## config.mk

```make
export PLATFORM = sky130hd
export DESIGN_NAME = seg_digit_scanner
export DESIGN_NICKNAME = d
export VERILOG_FILES = /design/src/rtl/seg_scan_pkg.sv /design/src/rtl/seg_slot_timer.sv /design/src/rtl/seg_digit_scanner.sv
export SDC_FILE = /design/constraint.sdc
export NUM_CORES = 1
export LEC_CHECK = 0
export CAP_MARGIN = 20
export CORE_MARGIN = 10
export CORE_UTILIZATION = 57
export CTS_CLUSTER_SIZE = 25
export DETAILED_ROUTE_END_ITERATION = 10
export DONT_BUFFER_PORTS = 1
export GPL_TIMING_DRIVEN = 0
export PLACE_DENSITY = 0.72
export SLEW_MARGIN = 20
export SYNTH_ARGS = -nofsm -noshare
export SYNTH_HDL_FRONTEND = slang
export SYNTH_SLANG_ARGS = --single-unit
```

## constraint.sdc

```tcl
create_clock -name clk -period 2.48 [get_ports clk]
set_input_delay 0.496 -clock clk [delete_from_list [all_inputs] [get_ports clk]]
set_output_delay 0.496 -clock clk [all_outputs]
set_load 0.02 [all_outputs]
```

## src/rtl/seg_scan_pkg.sv

```systemverilog
// Shared types and helpers for the seven-segment digit scanner.
// Imported by the slot timer and the scanner top level.
package seg_scan_pkg;

    localparam int CODE_W = 3;

    typedef enum logic {
        ST_BLANK,
        ST_SHOW
    } scan_state_t;

    // Width of a digit index; a single-bit index is kept even for tiny displays.
    function automatic int idx_width(input int numDigits);
        return (numDigits <= 2) ? 1 : $clog2(numDigits);
    endfunction

endpackage

```

## src/rtl/seg_slot_timer.sv

```systemverilog
// Per-digit slot timer: counts cycles within a slot and tracks BLANK/SHOW.
// The count names the slot cycle that the scanner's output registers present next.
module seg_slot_timer
    import seg_scan_pkg::*;
#(
    parameter  int REFRESH_DIV  = 1000,
    parameter  int BLANK_CYCLES = 50,
    localparam int CNT_W        = (REFRESH_DIV <= 2) ? 1 : $clog2(REFRESH_DIV)
) (
    input  logic             clk,
    input  logic             rst,
    output logic [CNT_W-1:0] o_count,
    output scan_state_t      o_state,
    output logic             o_slot_end
);

    logic [CNT_W-1:0] r_count;
    scan_state_t      r_state;
    logic             w_slotEnd;
    logic             w_blankDone;

    assign w_slotEnd   = (r_count == CNT_W'(REFRESH_DIV - 1));
    assign w_blankDone = (r_count == CNT_W'(BLANK_CYCLES - 1));

    // State always agrees with the count: BLANK below BLANK_CYCLES, SHOW after.
    always_ff @(posedge clk or posedge rst) begin
        if (rst) begin
            r_count <= '0;
            r_state <= ST_BLANK;
        end else if (w_slotEnd) begin
            r_count <= '0;
            r_state <= ST_BLANK;
        end else begin
            r_count <= r_count + 1'b1;
            if (w_blankDone) begin
                r_state <= ST_SHOW;
            end
        end
    end

    assign o_count    = r_count;
    assign o_state    = r_state;
    assign o_slot_end = w_slotEnd;

endmodule

```

## src/rtl/seg_digit_scanner.sv

```systemverilog
// Multiplexes per-digit 3-bit codes onto one decoder with one-hot digit enables.
// Writes go to a shadow bank; a commit copies it to the active bank at a frame boundary.
module seg_digit_scanner
    import seg_scan_pkg::*;
#(
    parameter  int NUM_DIGITS   = 4,
    parameter  int REFRESH_DIV  = 1000,
    parameter  int BLANK_CYCLES = 50,
    localparam int IDX_W        = idx_width(NUM_DIGITS),
    localparam int CNT_W        = (REFRESH_DIV <= 2) ? 1 : $clog2(REFRESH_DIV)
) (
    input  logic                  clk,
    input  logic                  rst,
    input  logic                  wr_en,
    input  logic [IDX_W-1:0]      wr_addr,
    input  logic [CODE_W-1:0]     wr_data,
    input  logic                  commit,
    output logic                  commit_pending,
    output logic [CODE_W-1:0]     digit_code,
    output logic [NUM_DIGITS-1:0] dig_en,
    output logic                  frame_start
);

    logic [CODE_W-1:0]     r_shadow [NUM_DIGITS];
    logic [CODE_W-1:0]     r_active [NUM_DIGITS];
    logic [IDX_W-1:0]      r_index;
    logic                  r_pending;
    logic [CODE_W-1:0]     r_digitCode;
    logic [NUM_DIGITS-1:0] r_digEn;
    logic                  r_frameStart;

    logic [CNT_W-1:0]      w_count;
    scan_state_t           w_state;
    logic                  w_slotEnd;
    logic                  w_frameBoundary;
    logic                  w_doCopy;
    logic                  w_lastIndex;
    logic                  w_writeOk;
    logic [NUM_DIGITS-1:0] w_oneHot;

    seg_slot_timer #(
        .REFRESH_DIV  (REFRESH_DIV),
        .BLANK_CYCLES (BLANK_CYCLES)
    ) u_slot_timer (
        .clk        (clk),
        .rst        (rst),
        .o_count    (w_count),
        .o_state    (w_state),
        .o_slot_end (w_slotEnd)
    );

    assign w_frameBoundary = (w_count == '0) && (r_index == '0);
    assign w_doCopy        = w_frameBoundary && r_pending;
    assign w_lastIndex     = (r_index == IDX_W'(NUM_DIGITS - 1));
    assign w_writeOk       = wr_en && ({1'b0, wr_addr} < (IDX_W + 1)'(NUM_DIGITS));
    assign w_oneHot        = NUM_DIGITS'(1) << r_index;

    // The copy reads shadow before this edge's write lands, so a coincident write waits for the next commit.
    always_ff @(posedge clk or posedge rst) begin
        if (rst) begin
            for (int i = 0; i < NUM_DIGITS; i++) begin
                r_shadow[i] <= '0;
                r_active[i] <= '0;
            end
        end else begin
            if (w_doCopy) begin
                for (int i = 0; i < NUM_DIGITS; i++) begin
                    r_active[i] <= r_shadow[i];
                end
            end
            if (w_writeOk) begin
                r_shadow[wr_addr] <= wr_data;
            end
        end
    end

    // Outputs are loaded from the upcoming slot position, so the freshly copied code shows in the boundary cycle itself.
    always_ff @(posedge clk or posedge rst) begin
        if (rst) begin
            r_index      <= '0;
            r_pending    <= 1'b0;
            r_digitCode  <= '0;
            r_digEn      <= '0;
            r_frameStart <= 1'b0;
        end else begin
            if (w_slotEnd) begin
                r_index <= w_lastIndex ? '0 : r_index + 1'b1;
            end
            r_pending    <= w_doCopy ? 1'b0 : (r_pending | commit);
            r_frameStart <= w_frameBoundary;
            r_digitCode  <= w_doCopy ? r_shadow[r_index] : r_active[r_index];
            r_digEn      <= (w_state == ST_SHOW) ? w_oneHot : '0;
        end
    end

    assign commit_pending = r_pending;
    assign digit_code     = r_digitCode;
    assign dig_en         = r_digEn;
    assign frame_start    = r_frameStart;

endmodule

```

==> metrics, run 1 <==
number of fill cells in the layout=285; clock sink count=46; DIE WIDTH=81.02 um; TritonCTS buffer count=5; PD cells=625.8 nW/um2; Clk pwr share=0.384; floorplan core area=3633 um2; M3 GR Usage=0.04746; nets=roughly 180; Net Sw Frac=0.2021; Final TNS setup=0 ps; post-route insts no fill=213; routed len/inst=16.72 um; chip height=81.02 um; # hold bufs at CTS=0; total iterations of the first detailed-routing run=4; FP Rows=22; fin crit share=0.9269; Max-Cap Viols=0; grt met1 use=0.1395; syn avg cell area=13.52 um2; Register Area=1151 um2; DR DRC count=0; dpl cells=roughly 210; slowest CP cell=dfrtp_1; Worst Skew=8.770 ps; GR Util met2=0.1903; Bufs on Longest Clock Path=2; drt via density=5.779; post_cts resized=0; RSZ-0062 raised after global routing=no; Synth cell types=31; Syn. warnings=0; CTS tree=built; Worst path top cell family by delay=buffers and inverters; die area=roughly 6600 um2; largest net degree at the start of global routing=33; initial core utilization=0.5840; largest cells by area after synthesis=dfrtp_1 (54%), mux2_2 (10%), mux2_4 (6.4%); Final min period=2299 ps; required time worst endpoint=2650 ps; reg-to-reg startpoint=r_index[0]$_DFFE_PP0N_; Placer Congestion=0.7726; multi-input logic area=between 800 and 900 um2; P_int=1.156 mW; vias=1231; DP HPWL=2704 um; critical path startpoint=r_index[0]$_DFFE_PP0N_; Ports=18; commonest non-fill, non-tap cell in the layout=dfrtp_1; share of power burned in registers=0.564; CP max FO=10; Clk pin slew, worst setup/hold paths=80 ps; Worst Hold Class=primary input to asynchronous set/reset pin; CP Data Arrival Time=2470 ps; global-route wire length before repair=5913 um; Net Sw Power=0.2928 mW; vias in the first global route=around 1200; # Post-CTS Setup Buffers=0; Worst Tran Pin Value=584.2 ps; final slew viol count=0; Gate power share=0.052; Setup-failing EPs final=0; CP max stage delay=420 ps; Mapped Nets=about 170; layout cells sized above 1=0.2848; GRT overflow=0; final WL=3561 um; top cell type's share of synthesized area=0.5425; Hold Vio Cnt, Final=0; leading area contributor after synthesis=dfrtp_1; GRT Resource Usage Total=0.1184; Root Driver=clkbuf_8; busiest layer in global routing=met2; Clock Latency Late Sink=roughly 300 ps; Critical Path, Cell by Cell=clkbuf_1 -> inv_1 -> ha_1 -> nand4_1 -> or3_1 -> buf_6 -> buf_12 -> mux2_4; Buffers on Ports=0; antenna violations before repair=0; CP Launch Type=register; outcome=finished clean; #FFs+latches synth=46; antenna viol nets, final=0; Pleak=1.098 nW; CP Capture Type=register; Crit Path Class=register to register; f_max=435.0 MHz; sequential share of the synthesized area=0.5425; peak supply drop=0.0004370 V; initial drt markers=102; # diodes=0; most frequent cells in the layout=dfrtp_1 (46), mux2_2 (19), nor2_1 (12), mux2_4 (9), inv_1 (8); area delta synth->final=9.080%; Cell Area, Synth=roughly 2100 um2; Max transition margin=0.6097; CP Buf/Inv Count=4; H-tree depth=2; Gate Count Post-Synth=157
## routing by layer
layer | up-vias | wire [um]
li1 | 573 | -
met4 | 0 | 54
met2 | 36 | 1744
met3 | 7 | 244
met5 | - | 0
met1 | 615 | 1517
## power groups by stage
stage | sequential (mW) | combinational [mW] | clock [mW]
after floorplan | 0.819 | 0.0637 | 0
after global placement | 0.829 | 0.0699 | 0
after detailed placement | 0.833 | 0.0765 | 0
after CTS | 0.818 | 0.0771 | 0.573
after global routing | 0.821 | 0.0838 | 0.604
final | 0.818 | 0.0750 | 0.556
## through the flow
step	area, um2	worst slack [ps]	hold WS, ps	utilization	power, mW
5_1_grt	2315	67.22	42.13	0.6371	1.509
4_1_cts	2315	186.2	37.01	0.6371	1.468
6_report	2315	181.3	30.15	0.6371	1.449
3_3_place_gp	2182	283.8	483.7	0.6006	0.8986
2_1_floorplan	2122	499.0	473.8	-	0.8825
3_5_place_dp	2202	205.7	363.0	0.6061	0.9093
## flip-flops by register name, summed over array words and instances, names as in the netlist
name                  cells
r_index                   2
r_shadow                 12
u_slot_timer.o_count     10
digit_code                3
u_slot_timer.o_state      1
commit_pending            1
dig_en                    4
frame_start               1
r_active                 12
## worst paths after layout
check | to | slack [ps] | cells after the start
worst max-delay path | digit_code[0]$_DFF_PP0_ | 180 | 8
worst min-delay path | digit_code[2]$_DFF_PP0_ | 30 | 1
worst max register to register | digit_code[0]$_DFF_PP0_ | 180 | 8
worst min register to register | r_active[3]$_DFFE_PP0P_ | 510 | 1
max in group asynchronous | digit_code[0]$_DFF_PP0_ | 1980 | 2
min in group clk | commit_pending$_DFF_PP0_ | 310 | 1
## cells by family (layout without fill, tap and decap cells)
kind of cell               after synthesis  in the layout  synth area share
buffers and inverters                   14             22           0.03597
DFF                                     46             46            0.5425
adders and majority gates                7              7           0.04127
and+or+nand+nor                         40             40            0.1002
muxes                                   34             34            0.2282
xor gates and xnor gates                 4              4           0.01651
AOI/OAI and AO/OA                       12             12           0.03538
## final cells by class
class,instances,area share
flip-flops and latches,46,0.4973
multi-input cells,97,0.3865
clock buffers,6,0.03568
well taps,48,0.02595
plain buffers,5,0.01838
inverters,9,0.01459
clock inverters,1,0.01297
repair buffers,1,0.008649
## worst reg2reg max path, cell delays in order (launching register included)
cell and delay, ps:
dfrtp_1 420, clkbuf_1 280, inv_1 180, ha_1 200
nand4_1 150, or3_1 350, buf_6 150, buf_12 150
mux2_4 310
## synthesized netlist by cell type (all sizes together)
library cell	n
inv	9
nor2b	1
nor3b	1
mux2	28
and2	4
a21bo	1
o21bai	1
nor2	12
nand3	6
a21oi	2
nand4	2
nand3b	2
nor4bb	1
and3	1
dfrtp	46
nor3	1
o21a	1
o21ai	3
nor4	3
nand2	5
xnor2	2
buf	2
ha	7
clkbuf	3
xor2	2
a31oi	4
or3	1
mux4	6
(Power assumes the default switching activity.)
==> run 2, diff against run 1 <==
--- a/config.mk
+++ b/config.mk
@@ -6,13 +6,12 @@
 export NUM_CORES = 1
 export LEC_CHECK = 0
 export CAP_MARGIN = 20
-export CORE_MARGIN = 10
-export CORE_UTILIZATION = 57
+export CORE_UTILIZATION = 39
+export CTS_BUF_LIST = sky130_fd_sc_hd__clkbuf_4 sky130_fd_sc_hd__clkbuf_8
 export CTS_CLUSTER_SIZE = 25
 export DETAILED_ROUTE_END_ITERATION = 10
 export DONT_BUFFER_PORTS = 1
 export GPL_TIMING_DRIVEN = 0
-export PLACE_DENSITY = 0.72
 export SLEW_MARGIN = 20
 export SYNTH_ARGS = -nofsm -noshare
 export SYNTH_HDL_FRONTEND = slang
==> run 2 against run 1 <==
Effect of this change: routed wire length down 2.0%; clock power up 2%; maximum frequency up 2.2%; combinational power up 2%; critical path depth unchanged; non-clock buffer count unchanged; sequential share of layout area down 0.66 points; sequential power about the same; clock skew down 5.7 ps; critical endpoint unchanged; register-to-register slack better by 50 ps; power up 0.82%.
==> metrics, run 2 (synthesis gave the netlist of run 1 again) <==
Buffers on Ports=0 (unchanged); Gate power share=0.053 (about the same); peak supply drop=0.0002975 V (-32%); P_int=1.141 mW (-1.3%); DP HPWL=2621 um (-3.1%); Bufs on Longest Clock Path=2 (unchanged); CP Data Arrival Time=2430 ps (-40 ps); die area=5740 um2 (-13%); Clk pwr share=0.388 (+0.004); slowest CP cell=dfrtp_1; GRT overflow=0 (unchanged); M3 GR Usage=0.03968 (-0.007779); Crit Path Class=register to register; TritonCTS buffer count=5 (unchanged); CP Capture Type=register; initial drt markers=127 (+25%); Root Driver=clkbuf_8; antenna violations before repair=0 (unchanged); CP max stage delay=400 ps (-20 ps); routed len/inst=14.79 um (-12%); Ports=18 (unchanged); busiest layer in global routing=met2; Pleak=1.100 nW (+0.17%); outcome=finished clean; CTS tree=built; chip height=75.77 um (-6.5%); Placer Congestion=0.8055 (+4.3%); Setup-failing EPs final=0 (unchanged); post_cts resized=0 (unchanged); Worst Tran Pin Value=549.0 ps (-35.20 ps); Final TNS setup=0 ps (unchanged); post-route insts no fill=236 (+11%); initial core utilization=0.4103 (-0.1738); Hold Vio Cnt, Final=0 (unchanged); layout cells sized above 1=0.2892 (+0.004308); nets=181 (unchanged); Net Sw Frac=0.2189 (+0.01676); Clock Latency Late Sink=290 ps (about the same); area delta synth->final=10.55%; Clk pin slew, worst setup/hold paths=90 ps (about the same); vias=1216 (-1.2%); largest net degree at the start of global routing=37 (+12%); total iterations of the first detailed-routing run=4 (unchanged); final WL=3491 um (-2.0%); share of power burned in registers=0.559 (-0.005); Worst Hold Class=primary input to asynchronous set/reset pin; drt via density=5.153 (-11%); Worst Slack Setup Final=231.6 ps (+50.35 ps); GRT Resource Usage Total=0.1434 (+0.02499); CP Launch Type=register; Critical Path, Cell by Cell=clkbuf_1 -> inv_1 -> ha_1 -> nand4_1 -> or3_1 -> buf_6 -> buf_12 -> mux2_4; required time worst endpoint=2660 ps (about the same); CP Buf/Inv Count=4 (unchanged); RSZ-0062 raised after global routing=no; most frequent cells in the layout=dfrtp_1 (46), mux2_2 (19), nor2_1 (12), mux2_4 (9), inv_1 (8); dpl cells=228 (+11%); Net Sw Power=0.3197 mW (+9.2%); # hold bufs at CTS=0 (unchanged); vias in the first global route=1243 (-0.16%); commonest non-fill, non-tap cell in the layout=dfrtp_1; Final min period=2248 ps (-50.35 ps); global-route wire length before repair=5934 um (+0.36%); floorplan core area=5172 um2 (+42%); DR DRC count=0 (unchanged); Max transition margin=0.6340 (+0.02431); GR Util met2=0.2144 (+0.02407); Worst path top cell family by delay=buffers and inverters; FP Rows=26 (+18%); clock sink count=46 (unchanged); antenna viol nets, final=0 (unchanged); H-tree depth=2 (unchanged); fin crit share=0.9066 (-0.02030); # Post-CTS Setup Buffers=0 (unchanged); PD cells=622.5 nW/um2 (-0.52%); CP max FO=10 (unchanged); DIE WIDTH=75.77 um (-6.5%); # diodes=0 (unchanged); f_max=444.8 MHz (+2.2%); grt met1 use=0.2009 (+0.06140); final slew viol count=0 (unchanged); Max-Cap Viols=0 (unchanged); Worst Skew=3.024 ps (-5.746 ps); Setup WS pre-CTS=223.9 ps (+18.24 ps)
run 2: cell types whose count changed in the layout (fill, tap and decap cells not counted):
cell,change
inv_6,+2
clkbuf_8,-1
run 2: area by class of cell:
cell class	count	area, um2
Inverter	9	33.78
Buffer	5	42.54
Tap cell	70	87.58
Multi-Input combinational cell	97	894.6
Timing Repair Buffer	1	20.02
Clock buffer	5	68.82
Fill cell	465	2826
Clock inverter	3	47.55
Sequential cell	46	1151
run 2: per-stage QoR:
step	util	power [mW]	hold slack [ps]	cell area, um2
after floorplan	-	0.8825	473.8	2122
after global placement	0.4272	0.8991	483.2	2210
after detailed placement	0.4311	0.9114	328.8	2230
after CTS	0.4536	1.483	2.489	2346
after global routing	0.4536	1.531	2.445	2346
final	0.4536	1.460	8.281	2346
run 2: power by group through the flow:
stage	registers (mW)	clock network (mW)	logic (mW)
2_1_floorplan	0.819	0	0.0637
3_3_place_gp	0.828	0	0.0707
3_5_place_dp	0.832	0	0.0796
4_1_cts	0.816	0.586	0.0797
5_1_grt	0.822	0.624	0.0847
6_report	0.817	0.567	0.0768
run 2: path summary, 6_finish.rpt:
| kind | start | to | slack [ps] | cells past startpoint |
|---|---|---|---|---|
| hold / removal | rst | r_shadow[8]$_DFFE_PP0P_ | 8 | 1 |
| hold reg to reg | r_active[6]$_DFFE_PP0P_ | r_active[6]$_DFFE_PP0P_ | 510 | 1 |
| setup / recovery | r_index[0]$_DFFE_PP0N_ | digit_code[0]$_DFF_PP0_ | 230 | 8 |
| min in group clk | commit | commit_pending$_DFF_PP0_ | 320 | 1 |
| max in group asynchronous | rst | digit_code[0]$_DFF_PP0_ | 2010 | 2 |
| setup reg to reg | r_index[0]$_DFFE_PP0N_ | digit_code[0]$_DFF_PP0_ | 230 | 8 |
run 2: routing by layer:
metal / wire (um) / share of wire
met1: 1681 / 0.48
met2: 1659 / 0.48
met3: 112 / 0.032
met4: 38 / 0.011
met5: 0 / 0
==> run 3, diff against run 2 <==
--- a/config.mk
+++ b/config.mk
@@ -11,8 +11,7 @@
 export CTS_CLUSTER_SIZE = 25
 export DETAILED_ROUTE_END_ITERATION = 10
 export DONT_BUFFER_PORTS = 1
-export GPL_TIMING_DRIVEN = 0
-export SLEW_MARGIN = 20
+export GPL_TIMING_DRIVEN = 1
 export SYNTH_ARGS = -nofsm -noshare
 export SYNTH_HDL_FRONTEND = slang
 export SYNTH_SLANG_ARGS = --single-unit
==> constraint.sdc (replaced) <==
create_clock -name clk -period 2.3 [get_ports clk]
set_input_delay 0.46 -clock clk [delete_from_list [all_inputs] [get_ports clk]]
set_output_delay 0.46 -clock clk [all_outputs]
set_load 0.02 [all_outputs]
==> run 3 against run 2 <==
Effect of this change: sequential cell count did not move; combinational power up 6.8%; maximum frequency increased by 20%; clock power is 11% lower; cell count increased by 0.42%; hold slack gained 270 ps; clock-buffer cell count increased by 1; critical path type unchanged; die area unchanged.
==> metrics, run 3 (synthesis gave the netlist of run 1 again) <==
DIE WIDTH=75.77 um (unchanged); R2R Path End=digit_code[0]$_DFF_PP0_; Worst R2R Setup Slack=430 ps (+190 ps); Placer Congestion=0.8919 (+11%); nets=182 (+0.55%); Crit Path Class=register to register; initial drt markers=74 (-42%); most frequent cells in the layout=dfrtp_1 (46), mux2_2 (19), nor2_1 (12), mux2_4 (9), inv_1 (8); Clock Latency Late Sink=300 ps (about the same); chip height=75.77 um (unchanged); fin crit share=0.8150 (-0.09165); H-tree depth=2 (unchanged); GRT overflow=0 (unchanged); vias in the first global route=1252 (+0.72%); RSZ-0062 raised after global routing=no; largest net degree at the start of global routing=34 (-8.1%); Worst Slack Setup Final=425.6 ps (+194.0 ps); Max-Cap Viols=0 (unchanged); reg-to-reg startpoint=u_slot_timer.o_count[7]$_DFF_PP0_; Final min period=1874 ps (-374.0 ps); Clk pin slew, worst setup/hold paths=80 ps (about the same); CP Capture Type=register; routed length on met2=1714 um (+3.3%); Final TNS setup=0 ps (unchanged); total iterations of the first detailed-routing run=4 (unchanged); commonest non-fill, non-tap cell in the layout=dfrtp_1; Root Driver=clkbuf_8; Setup-failing EPs final=0 (unchanged); # diodes=0 (unchanged); final slew viol count=0 (unchanged); GRT Resource Usage Total=0.1512 (+0.007803); CTS tree=built; routed len/inst=15.32 um (+3.5%); Top Layer Used=met4; required time worst endpoint=2490 ps (-170 ps); TritonCTS buffer count=5 (unchanged); Worst Skew=6.802 ps (+3.778 ps); FP Rows=26 (unchanged); outcome=finished clean; initial core utilization=0.4103 (unchanged); Worst Tran Pin Value=620.0 ps (+71.03 ps); antenna violations before repair=0 (unchanged); floorplan core area=5172 um2 (unchanged); drt via density=5.173 (+0.40%); reg2reg path depth=5 (-3); CP max FO=16 (+6); layout cells sized above 1=0.2994 (+0.01024); final WL=3630 um (+4.0%); post_cts resized=0 (unchanged); CP Data Arrival Time=2060 ps (-370 ps); Detail Route met3 WL=167 um (+49%); WL met1=1685 um (+0.24%); Setup WS pre-CTS=448.9 ps (+225.0 ps); CP Launch Type=register; Ports=18 (unchanged); die area=5740 um2 (unchanged); Worst Hold Class=primary input to register; vias=1226 (+0.82%); Hold Vio Cnt, Final=0 (unchanged); Pleak=1.089 nW (-0.96%); Buffers on Ports=0 (unchanged); DR DRC count=0 (unchanged); final core utilization=0.4480 (-0.005564); peak supply drop=0.0002070 V (-30%); DP HPWL=2665 um (+1.7%); CP endpoint=digit_code[0]$_DFF_PP0_; Max transition margin=0.5857 (-0.04824); hold slack=276.2 ps (+267.9 ps); critical path startpoint=u_slot_timer.o_count[7]$_DFF_PP0_; area delta synth->final=9.198%; clock sink count=46 (unchanged); f_max=533.5 MHz (+20%); antenna viol nets, final=0 (unchanged); global-route wire length before repair=6203 um (+4.5%); Bufs on Longest Clock Path=2 (unchanged); PD cells=634.3 nW/um2 (+1.9%)
-- run 3: per-stage QoR --
stage | cells | power (mW) | instance area, um2
3_5_place_dp | 228 | 0.9818 | 2212
2_1_floorplan | 157 | 0.9515 | 2122
6_report | 237 | 1.470 | 2317
3_3_place_gp | 228 | 0.9708 | 2212
4_1_cts | 237 | 1.489 | 2317
5_1_grt | 237 | 1.541 | 2317
-- run 3: final cells by class --
type	count	area, um2
fill	460	2855
sequential	46	1151
multi-input combinational	97	894.6
tap	70	87.58
clock buffer	6	82.58
timing repair buffer	7	55.05
inverter	9	33.78
clock inverter	2	12.51
-- run 3: worst max-delay path: stages (launching register included) --
cell     delay, ps
dfrtp_1        440
nor4_2         320
nand2_1        100
or3_1          350
buf_4          230
mux2_4         320
-- run 3: repair_timing --
item / 4_1_cts / 5_1_grt
hold buffers: 1 / 0
endpoints found under the setup margin: 0 / 0
endpoints found under the hold margin: 5 / 0
setup buffers: 0 / 0
-- run 3: worst min-delay path by stage --
stage,to,cells past startpoint,start
floorplan,r_active[3]$_DFFE_PP0P_,1,r_active[3]$_DFFE_PP0P_
CTS,commit_pending$_DFF_PP0_,1,commit
global placement,r_shadow[10]$_DFFE_PP0P_,1,rst
global route,commit_pending$_DFF_PP0_,1,commit
detailed placement,digit_code[2]$_DFF_PP0_,1,rst
finish,commit_pending$_DFF_PP0_,1,commit
-- run 3: power breakdown --
part | total [mW] | leakage, nW | internal, mW | switching (mW)
Combinational | 0.0820 | 0.444 | 0.0492 | 0.0329
Clock | 0.506 | 0.0472 | 0.241 | 0.264
Sequential | 0.882 | 0.598 | 0.848 | 0.0339
-- run 3: routing by layer --
| layer | vias up | global-route usage |
|---|---|---|
| met5 | - | 0 |
| met4 | 0 | 0.06173 |
| met3 | 7 | 0.05688 |
| met2 | 24 | 0.2232 |
| met1 | 624 | 0.2002 |
| li1 | 571 | - |
